File: src/rtl/discrete_mixer_pkg.sv
// Shared types and helpers for the discrete sound circuit mixer path.
// Holds the sample/gain types, the mixer state encoding and the 16-bit
// saturation helpers used by the mixer and the DC blocker.
package discrete_mixer_pkg;

    typedef logic signed [15:0] sample_t;
    typedef logic [7:0]         gain_t;

    localparam int UNITY_GAIN = 128;
    localparam int GAIN_SHIFT = 7;

    typedef enum logic [1:0] {
        IDLE,
        SUM,
        SCALE,
        DCB
    } mix_state_t;

    function automatic sample_t sat16(input logic signed [63:0] v);
        if (v > 64'sd32767) begin
            return 16'sh7fff;
        end else if (v < -64'sd32768) begin
            return 16'sh8000;
        end else begin
            return v[15:0];
        end
    endfunction

    function automatic logic is_sat16(input logic signed [63:0] v);
        return (v > 64'sd32767) || (v < -64'sd32768);
    endfunction

endpackage

File: src/rtl/discrete_dc_blocker.sv
// First-order high-pass (DC blocker) for 16-bit discrete circuit samples.
// y = x - x_prev + y_prev - (y_prev >>> DC_SHIFT), saturated to 16 bits.
// The output is combinational from the current input and stored history;
// history advances only when step is asserted.
module discrete_dc_blocker
    import discrete_mixer_pkg::*;
#(
    parameter int DC_SHIFT = 10
) (
    input  logic    clk,
    input  logic    I_RST,
    input  logic    step,
    input  sample_t x,
    output sample_t y,
    output logic    sat
);

    sample_t            x_prev;
    sample_t            y_prev;
    logic signed [19:0] d_full;

    // Filter difference equation evaluated at full width, then clamped.
    always_comb begin
        d_full = 20'(x) - 20'(x_prev) + 20'(y_prev) - 20'(y_prev >>> DC_SHIFT);
        y      = sat16(64'(d_full));
        sat    = is_sat16(64'(d_full));
    end

    // History registers advance only on an accepted output sample.
    always_ff @(posedge clk) begin
        if (I_RST) begin
            x_prev <= '0;
            y_prev <= '0;
        end else if (step) begin
            x_prev <= x;
            y_prev <= y;
        end
    end

endmodule

File: src/rtl/discrete_audio_mixer.sv
// Mixes NUM_CH signed 16-bit discrete circuit outputs into one sample per
// audio_clk_en tick using a single time-multiplexed multiply-accumulate.
// Per-channel unsigned gain (128 = unity) and mute, saturating output,
// overrun flag when a tick arrives while a sample is still in flight.
// Optional DC blocker after scaling: define MIXER_DC_BLOCK_EN.
module discrete_audio_mixer
    import discrete_mixer_pkg::*;
#(
    parameter int NUM_CH   = 4,
    parameter int GAIN_W   = 8,
    parameter int DC_SHIFT = 10
) (
    input  logic                  clk,
    input  logic                  I_RST,
    input  logic                  audio_clk_en,
    input  logic [NUM_CH*16-1:0]  in_flat,
    input  logic [NUM_CH*GAIN_W-1:0] gain_flat,
    input  logic [NUM_CH-1:0]     ch_mute,
    output sample_t               out,
    output logic                  out_valid,
    output logic                  clip,
    output logic                  overrun,
    output logic                  busy
);

    localparam int ACC_W  = 16 + GAIN_W + $clog2(NUM_CH) + 1;
    localparam int PROD_W = 16 + GAIN_W + 1;
    localparam int CH_W   = (NUM_CH > 1) ? $clog2(NUM_CH) : 1;

    if (NUM_CH < 1 || NUM_CH > 16 || DC_SHIFT < 1 || DC_SHIFT > 15) begin : g_bad_params
        $error("discrete_audio_mixer: parameter out of range");
    end

    mix_state_t               state;
    mix_state_t               state_nxt;
    logic                     capture;
    logic                     last_ch;
    logic [CH_W-1:0]          ch_idx;
    logic signed [ACC_W-1:0]  acc;
    logic signed [ACC_W-1:0]  scaled;
    logic signed [PROD_W-1:0] prod;
    sample_t                  scale_y;
    logic                     scale_sat;

    sample_t                  snap_smp  [NUM_CH];
    logic [GAIN_W-1:0]        snap_gain [NUM_CH];
    logic [NUM_CH-1:0]        snap_mute;

`ifdef MIXER_DC_BLOCK_EN
    sample_t                  x_reg;
    logic                     x_clip;
    sample_t                  dc_y;
    logic                     dc_sat;

    discrete_dc_blocker #(
        .DC_SHIFT (DC_SHIFT)
    ) u_dc_blocker (
        .clk   (clk),
        .I_RST (I_RST),
        .step  (state == DCB),
        .x     (x_reg),
        .y     (dc_y),
        .sat   (dc_sat)
    );
`endif

    // A tick that arrives while a sample is in flight is dropped and flagged.
    assign overrun = audio_clk_en && (state != IDLE) && !I_RST;
    assign last_ch = (ch_idx == CH_W'(NUM_CH - 1));

    // State register; reset aborts any sample in progress.
    always_ff @(posedge clk) begin
        if (I_RST) begin
            state <= IDLE;
        end else begin
            state <= state_nxt;
        end
    end

    // Sequencing: capture on tick, one channel per SUM cycle, then scale.
    always_comb begin
        state_nxt = state;
        capture   = 1'b0;
        case (state)
            IDLE: begin
                if (audio_clk_en) begin
                    capture   = 1'b1;
                    state_nxt = SUM;
                end
            end
            SUM: begin
                if (last_ch) begin
                    state_nxt = SCALE;
                end
            end
            SCALE: begin
`ifdef MIXER_DC_BLOCK_EN
                state_nxt = DCB;
`else
                state_nxt = IDLE;
`endif
            end
            DCB:     state_nxt = IDLE;
            default: state_nxt = IDLE;
        endcase
    end

    // Product of the selected channel and the scaled, saturated accumulator.
    always_comb begin
        if (snap_mute[ch_idx]) begin
            prod = '0;
        end else begin
            prod = PROD_W'(snap_smp[ch_idx]) * PROD_W'($signed({1'b0, snap_gain[ch_idx]}));
        end
        scaled    = acc >>> GAIN_SHIFT;
        scale_y   = sat16(64'(scaled));
        scale_sat = is_sat16(64'(scaled));
    end

    // Datapath: input snapshot, accumulation and output registers.
    always_ff @(posedge clk) begin
        if (I_RST) begin
            acc       <= '0;
            ch_idx    <= '0;
            out       <= '0;
            out_valid <= 1'b0;
            clip      <= 1'b0;
            busy      <= 1'b0;
            snap_mute <= '0;
            for (int k = 0; k < NUM_CH; k++) begin
                snap_smp[k]  <= '0;
                snap_gain[k] <= '0;
            end
`ifdef MIXER_DC_BLOCK_EN
            x_reg     <= '0;
            x_clip    <= 1'b0;
`endif
        end else begin
            out_valid <= 1'b0;
            clip      <= 1'b0;
            case (state)
                IDLE: begin
                    if (capture) begin
                        for (int k = 0; k < NUM_CH; k++) begin
                            snap_smp[k]  <= in_flat[16*k +: 16];
                            snap_gain[k] <= gain_flat[GAIN_W*k +: GAIN_W];
                        end
                        snap_mute <= ch_mute;
                        acc       <= '0;
                        ch_idx    <= '0;
                        busy      <= 1'b1;
                    end
                end
                SUM: begin
                    acc <= acc + ACC_W'(prod);
                    if (last_ch) begin
                        ch_idx <= '0;
                    end else begin
                        ch_idx <= ch_idx + CH_W'(1);
                    end
                end
                SCALE: begin
`ifdef MIXER_DC_BLOCK_EN
                    x_reg     <= scale_y;
                    x_clip    <= scale_sat;
`else
                    out       <= scale_y;
                    out_valid <= 1'b1;
                    clip      <= scale_sat;
                    busy      <= 1'b0;
`endif
                end
                DCB: begin
`ifdef MIXER_DC_BLOCK_EN
                    out       <= dc_y;
                    out_valid <= 1'b1;
                    clip      <= x_clip | dc_sat;
                    busy      <= 1'b0;
`endif
                end
                default: begin
                end
            endcase
        end
    end

endmodule

File: config.mk
export PLATFORM = sky130hd
export DESIGN_NAME = discrete_audio_mixer
export DESIGN_NICKNAME = d
export VERILOG_FILES = /design/src/rtl/discrete_mixer_pkg.sv /design/src/rtl/discrete_dc_blocker.sv /design/src/rtl/discrete_audio_mixer.sv
export SDC_FILE = /design/constraint.sdc
export NUM_CORES = 1
export LEC_CHECK = 0
export CORE_MARGIN = 10
export CORE_UTILIZATION = 63
export CTS_CLUSTER_DIAMETER = 30
export DETAILED_ROUTE_END_ITERATION = 10
export PLACE_DENSITY = 0.94
export SYNTH_ARGS = -nofsm -noshare
export SYNTH_HDL_FRONTEND = slang
export SYNTH_HIERARCHICAL = 1
export SYNTH_SLANG_ARGS = --single-unit
File: constraint.sdc
create_clock -name clk -period 16.15 [get_ports clk]
set_clock_uncertainty 0.1 [all_clocks]
set_input_delay 4.0375 -clock clk [delete_from_list [all_inputs] [get_ports clk]]
set_output_delay 4.0375 -clock clk [all_outputs]
set_load 0.02 [all_outputs]
==> results.md <==
* Die area at 24900 um2
* Clk buf depth at 2
* Worst-path fanout max at 39
* Worst skew pair latency at approximately 0.44 ns
* Die width at 158 um
* Sink Count at 152
* P per Cell Area at 136 nW/um2
* DRC at 0
* Drt pass-1 iters at 7
* WS Path Type: primary input to output port
* CP required at 12.01 ns
* Number of flops mapped to enable cells by yosys at 96
* Nets at 1549
* Sequential-to-total area share from yosys stat at 33.4%
* Post-Syn Nets at 1446
* Post-synth ARST share at 0%
* Final setup fails at 0
* H-tree levels at 4
* Vias per cell at slightly below 6
* Measured slew at the worst slew-check pin at between 1 and 1.5 ns
* Count of yosys warnings during synthesis at 6
* DIE HEIGHT at 158 um
* Hold Crit Class: flip-flop to flip-flop
* Design Area, Final at 14000 um2
* Core Footprint at 18700 um2
* Clk root buf: clkbuf_16
* Critical Path End Type: output port
* Overall power at around 1.9 mW
* Layout cells sized above 1 at 6.95%
* Ant. Diodes at 0
* Area grow syn2layout at 16.8%
* Leakage at a little over 6 nW
* Initial core utilization at 64.0%
* Maximum vdd drop at 0.104 mV
* Top FF cell, synth: edfxtp_1
* Slew Viols, Final at 0
* Total CTS buffers at 17
* CP arrival at 5.78 ns
* Number of post-CTS setup repair buffers at 0
* Port Buffers at 122
* Area of the mapped netlist at 12000 um2
* Status: complete, no violations
* First-pass GRT wire length at 46100 um
* Initial antenna violation count at 0
* #FFs+latches synth at 152
* Top Ports at 123
* Total GRT Usage at 23.5%
* Max Cap Violations at 0
* Largest net degree at the start of global routing at ~100
* Synth cell types at 67
* Startpoint class of the critical path: primary input
* Final HPWL DP at 20400 um
* Total wire length at 28000 um
* Maximum clock rate at ~100 MHz
* Cell Area, Placed at 13400 um2
* # rows at 50
* Final hold violation count at 0
* Post-route ant nets at 0
* Mean Syn Cell Area at just over 10 um2
* WL per Instance at 18.5 um
* CTS tree: yes
* Cts repair resizes at 0
* Unrepaired setup endpoints after global routing: no
* Post-Synthesis Cells at 1164
* Hold Buf Count CTS at 0
* Fin crit period at roughly 9.9 ns
* Vias post-DR at ~8800
* Reg clk slew, reported paths at around 0.070 ns
* Relative slew margins at a little under a third
* Vias in the first global route at between 9000 and 10000
* Setup Total Neg Slack at 0 ns
* Gp weighted congestion at 0.887
* Final worst path period share at between 60% and 70%
* Initial DRC count at 576
* Gr ovfl total at 0
-- final cells by class --
type | instances | area [um2]
Clock buffer | 17 | 425
Fill cell | 1092 | 4710
Tap cell | 234 | 293
Timing Repair Buffer | 129 | 1270
Multi-Input combinational cell | 795 | 7150
Sequential cell | 152 | 4000
Inverter | 172 | 647
Clock inverter | 15 | 201
-- placed cells by master (no fill, tap or decap), drive strengths merged, types with 20 or more instances in the layout --
cell type,instances
a21oi,51
dfxtp,56
xnor2,22
xor2,20
nand2,109
edfxtp,96
ha,76
inv,181
mux4,25
and2,160
fa,103
o21ai,24
clkdlybuf4s50,122
nor2,58
-- path summary, 6_finish.rpt --
path,endpoint,cells after the start,startpoint,slack [ns]
max,overrun,6,I_RST,6.23
min,out[4],2,out[4],0.35
max reg2reg,acc[26],30,flip-flop,7.93
min reg2reg,out[4],2,out[4],0.35
-- synthesized netlist by cell type (3+ instances only) --
cell | number | share of area, %
fa_1 | 103 | 17
mux4_2 | 25 | 4.7
a21oi_1 | 49 | 2.0
nor2_1 | 58 | 1.8
a211o_1 | 3 | 0.22
a21o_1 | 11 | 0.69
buf_2 | 3 | 0.13
a22o_1 | 5 | 0.37
nand3_1 | 5 | 0.21
nand2_1 | 109 | 3.4
edfxtp_1 | 96 | 24
nor2b_1 | 7 | 0.37
o21ai_0 | 11 | 0.46
a31o_1 | 3 | 0.22
nand4_1 | 4 | 0.21
xor2_1 | 20 | 1.5
a211oi_1 | 4 | 0.25
o21ai_1 | 12 | 0.50
and3_1 | 3 | 0.16
nor3_1 | 7 | 0.29
buf_1 | 3 | 0.094
inv_1 | 171 | 5.4
and2_1 | 160 | 8.4
o211ai_1 | 17 | 1.1
clkbuf_1 | 38 | 1.2
a22oi_1 | 19 | 1.2
nand2b_1 | 9 | 0.47
ha_1 | 76 | 7.9
o21a_1 | 5 | 0.31
dfxtp_1 | 56 | 9.4
xnor2_1 | 21 | 1.5
o21bai_1 | 8 | 0.50
-- power breakdown --
part / internal [mW] / switching (mW) / total, mW
Combinational: 0.402 / 0.577 / 0.979
Clock: 0.250 / 0.178 / 0.428
Sequential: 0.460 / 0.0294 / 0.490
-- flip-flops by register name, indices dropped and copies added, names as in the netlist, named ones only --
name and flops:
snap_gain 32, ch_idx 2, snap_mute 4, out 16, snap_smp 64, busy 1, out_valid 1, acc 27
clip 1, state 2
-- routing by layer --
layer  up-vias  GRT usage, %  wire length [um]
li1       4050             -                 -
met1      4323          26.7             10700
met2       340          40.8             14600
met3        85          6.02              1770
met4         0          10.9              1070
met5         -             0                 0
-- critical path, cell delays in order --
cell             delay, ns
clkdlybuf4s50_1       0.45
buf_4                 0.36
inv_1                 0.18
nand2_1               0.14
nor2_1                0.06
clkdlybuf4s50_1       0.55
-- kinds of logic (layout without fill, tap and decap cells) --
kind of cell | after synthesis | count (layout) | synth area share (%)
AO/OA/AOI/OAI | 173 | 173 | 10.2
AND/OR/NAND/NOR | 373 | 373 | 16.1
multiplexers | 27 | 27 | 4.97
flip-flops | 152 | 152 | 33.4
adder cells (fa/ha/maj) | 180 | 180 | 25.3
buffers and inverters | 217 | 333 | 6.92
XOR/XNOR | 42 | 42 | 3.13
-- through the flow --
step | cells | utilization (%) | hold WS, ns | setup WS, ns
floorplan | 1164 | - | 0.343 | 7.53
global placement | 1482 | 71.5 | 0.341 | 6.28
detailed placement | 1482 | 71.5 | 0.348 | 6.24
CTS | 1514 | 74.8 | 0.355 | 6.23
global route | 1514 | 74.8 | 0.369 | 6.10
finish | 1514 | 74.8 | 0.355 | 6.23
(Power assumes the default switching activity.)
==> variant 1 (same settings) <==
`GAIN_W`: 8 -> 6.
--- a/src/rtl/discrete_audio_mixer.sv
+++ b/src/rtl/discrete_audio_mixer.sv
@@ -8,5 +8,5 @@
 #(
     parameter int NUM_CH   = 4,
-    parameter int GAIN_W   = 8,
+    parameter int GAIN_W   = 6,
     parameter int DC_SHIFT = 10
 ) (
Interface: changed (resized gain_flat); port bits go from 123 to 115. No check against the original RTL was run, so the function may have changed too.
==> variant 1 against the original RTL <==
First-iteration DRC count rose by 4.7%; routed wire length decreased by 15%; synthesized cell count is 15% lower; design area is 12% lower; worst setup slack worse by 0.14 ns; total power down 24%; sequential cell count shrank 10; synthesized area decreased by 14%.
==> variant 1: results (changes against the original RTL) <==
synth_cell_types: 57  # -15%
filler_cells_inserted: 996  # -8.8%
mappedNetlistNets: 1220  # -16%
cp_slowest_stage_delay_ns: 0.53  # -0.02 ns
peakVddDrop_mv: 0.1058  # +1.9%
gr-usage-all-layers_pct: 22.12  # -1.4 points
antenna_found_initial: 1  # +1
sw_power_mw: 0.5260  # -33%
drt_iter0_markers: 603  # +4.7%
layout_top_registers: "snap_smp x64, acc x25, snap_gain x24"
route.detailed.vias_per_inst: 5.835  # +0.40%
maximum_number_of_pins_on_one_net_before_global_route_repair: 95  # -7.8%
synth-edff-count: 88  # -8.3%
hold_path_startpoint: "out[14]"
drt-pass1-iter-count: 5  # -2
r2r_setup_slack_ns: 7.64  # -0.29 ns
fin_hold_ws_ns: 0.3514  # -0.003293 ns
global_placement_routability_congestion: 0.8695  # -2.0%
max_slew_margin_pct: 19.82  # -11 points
portion_of_the_post_synthesis_area_used_by_sequential_elements_pct: 35.97  # +2.5 points
signal_arrival_time_at_the_worst_endpoint_ns: 5.92  # +0.14 ns
num-nets-final: 1322  # -15%
number_of_global_route_vias_before_repair: 8191  # -13%
synth.area.top_cells: "sky130_fd_sc_hd__edfxtp_1, sky130_fd_sc_hd__fa_1, sky130_fd_sc_hd__and2_1"
grt_pass1_wl_um: 39520  # -14%
outcome: "finished, final reports clean"
variant 1: cells by family after synthesis:
| group | synth area share [%] |
|---|---|
| mux | 5.499 |
| buf+inv | 5.124 |
| fa+ha+maj | 21.71 |
| simple gates | 17.49 |
| compound gates | 11.25 |
| flops | 35.97 |
| xor+xnor | 2.961 |
variant 1: area by class of cell:
cell class / instances / share of cell area, %
inverters: 104 / 3.179
repair buffers: 120 / 9.661
flip-flops and latches: 142 / 30.33
clock inverters: 15 / 1.427
well taps: 216 / 2.201
clock buffers: 17 / 3.465
multi-input cells: 704 / 49.74
variant 1: worst min-delay path: stages (launching register included):
cell and delay [ns]:
sky130_fd_sc_hd__dfxtp_1 0.31, sky130_fd_sc_hd__nand2_1 0.05, sky130_fd_sc_hd__a21oi_1 0.05
variant 1: path summary, 6_finish.rpt:
| path | depth (start not counted) | to |
|---|---|---|
| worst max-delay path | 6 | overrun |
| worst min-delay path | 2 | out[14] |
| worst max register to register | 28 | acc[24] |
| worst min register to register | 2 | out[14] |
variant 1: layer usage:
layer	wire length [um]	global-route usage [%]	up-vias	share of wire, %
met5	0	0	-	0
met4	707	8.276	0	3.0
met3	1142	4.915	60	4.8
met2	12860	40.19	259	54
met1	9043	24.72	3796	38
li1	-	-	3575	-
variant 1: stage by stage:
stage,cell area [um2],total power [mW],instances,util [%],setup slack [ns]
global placement,11680,0.9993,1286,72.98,6.138
detailed placement,11680,1.032,1286,72.98,6.100
global route,12280,1.533,1318,76.74,6.011
floorplan,10350,0.8961,987,-,7.467
CTS,12280,1.436,1318,76.74,6.097
finish,12280,1.438,1318,76.74,6.093
==> variant 2 (same settings) <==
Without the edit above. Register the output `overrun`, with the module's reset; this adds one clock of latency there. The other outputs are not delayed to match.
--- a/src/rtl/discrete_audio_mixer.sv
+++ b/src/rtl/discrete_audio_mixer.sv
@@ -66,5 +66,11 @@
 
     // A tick that arrives while a sample is in flight is dropped and flagged.
-    assign overrun = audio_clk_en && (state != IDLE) && !I_RST;
+    always_ff @(posedge clk) begin
+        if (I_RST) begin
+            overrun <= '0;
+        end else begin
+            overrun <= audio_clk_en && (state != IDLE) && !I_RST;
+        end
+    end
     assign last_ch = (ch_idx == CH_W'(NUM_CH - 1));
 
Behaviour: not the same (Yosys sat finds a counterexample within 4 cycles, from zero or initial values and one cycle with I_RST high).
==> variant 2 against the original RTL <==
Critical path depth rose by 22; count of clock-buffer cells in the layout rose by 1; sequential share of layout area is 0.22 points lower; worst setup slack improved by 1.6 ns; core utilization rose by 0.45 points; fmax grew 19%; sequential cell count grew 1; routed wire length is 9.7% higher; first-iteration DRC count increased by 27%; final cell count increased by 3.2%; register-to-register slack lost 0.14 ns; design area rose by 1.3%; total power is 5.5% higher; synthesized area increased by 1.1%; critical path type is now flip-flop to flip-flop; largest cell class unchanged.
==> variant 2: results (changes against the original RTL) <==
wirelength_met1_um: 11070  # +4.0%
filler_cells_inserted: 1103  # +1.0%
r2r_setup_slack_ns: 7.79  # -0.14 ns
drt_iter0_markers: 729  # +27%
drt-pass1-iter-count: 5  # -2
outcome: "finished, final reports clean"
total_vias_in_the_final_route: 9257  # +5.2%
peakVddDrop_mv: 0.08994  # -13%
postSynthAreaPerCell_um2: 10.20  # -0.81%
signal_arrival_time_at_the_worst_endpoint_ns: 8.58  # +2.80 ns
critical-path-slowest-cell: "sky130_fd_sc_hd__dfxtp_1"
critical_path_peak_fanout: 24  # -38%
gr-usage-all-layers_pct: 25.63  # +2.1 points
met2RoutedLength_um: 16470  # +13%
grt_pass1_wl_um: 50250  # +9.1%
placed_inst_area_um2: 13540  # +1.3%
mappedNetlistNets: 1469  # +1.6%
synth_top_cells_by_count: "sky130_fd_sc_hd__inv_1, sky130_fd_sc_hd__and2_1, sky130_fd_sc_hd__nand2_1, sky130_fd_sc_hd__fa_1, sky130_fd_sc_hd__edfxtp_1"
number_of_global_route_vias_before_repair: 9918  # +5.8%
maximum_number_of_pins_on_one_net_before_global_route_repair: 102  # -0.97%
portion_of_the_post_synthesis_area_used_by_sequential_elements_pct: 33.22  # -0.21 points
max_slew_margin_pct: 13.94  # -17 points
cp_slowest_stage_delay_ns: 1.18  # +0.63 ns
route.detailed.vias_per_inst: 5.923  # +1.9%
timing_worst_setup_path_type: "flip-flop to flip-flop"
synth_cell_types: 63  # -6.0%
leakagePower_nw: 6.274  # +1.0%
pwr_density_cell_nw_per_um2: 141.2  # +4.2%
detailed_place_hpwl_um: 21440  # +5.1%
layout-drive-gt1-share_pct: 6.216  # -0.74 points
route.met3.wl_um: 2086  # +18%
routed_wirelength_um: 30770  # +9.7%
[variant 2: how the worst min path moves through the flow]
stage | start | endpoint | slack, ns | depth (start not counted)
after floorplan | snap_mute[2] | snap_mute[2] | 0.34 | 1
after detailed placement | out[14] | out[14] | 0.34 | 2
after global routing | out[8] | out[8] | 0.37 | 2
final | out[4] | out[4] | 0.35 | 2
after CTS | out[14] | out[14] | 0.35 | 2
after global placement | out[8] | out[8] | 0.34 | 2
[variant 2: final cells by class]
type | instances | area [um2] | share of cell area (%)
repair buffers | 128 | 1266 | 8.936
clock buffers | 18 | 429.2 | 3.029
inverters | 173 | 650.6 | 4.592
flip-flops and latches | 153 | 4024 | 28.40
well taps | 260 | 325.3 | 2.296
clock inverters | 14 | 203.9 | 1.439
multi-input cells | 817 | 7271 | 51.31
[variant 2: kinds of logic after synthesis]
group | after synthesis | synth area share, %
simple gates | 379 | 16.16
fa+ha+maj | 180 | 24.96
flops | 153 | 33.22
mux | 27 | 4.814
compound gates | 192 | 11.01
xor+xnor | 39 | 3.047
buf+inv | 217 | 6.797
[variant 2: power breakdown]
part	total [mW]	internal (mW)	switching, mW	leakage, nW
logic	1.07	0.435	0.632	4.46
registers	0.497	0.464	0.0326	1.50
clock network	0.438	0.252	0.186	0.312
total	2.00	1.15	0.851	6.27
[variant 2: stage by stage]
step	hold WS (ns)	setup slack [ns]	utilization [%]
final	0.3509	7.785	75.25
after global routing	0.3732	7.424	75.25
after CTS	0.3522	7.941	75.25
after detailed placement	0.3433	8.197	71.89
after global placement	0.3388	8.412	71.89
after floorplan	0.3437	8.885	-
[variant 2: critical path, delay by kind of cell (launching register included)]
kind	cells	cell delay [ns]
AO/OA/AOI/OAI	7	1.61
XOR/XNOR	1	0.17
adder cells (fa/ha/maj)	6	2.83
buffers and inverters	6	0.55
flip-flops	1	1.18
multiplexers	3	0.90
AND/OR/NAND/NOR	5	0.92
[variant 2: per-layer routing]
layer | vias up | GRT usage [%]
li1 | 4162 | -
met1 | 4525 | 28.76
met2 | 453 | 45.60
met3 | 117 | 5.532
met4 | 0 | 11.82
met5 | - | 0
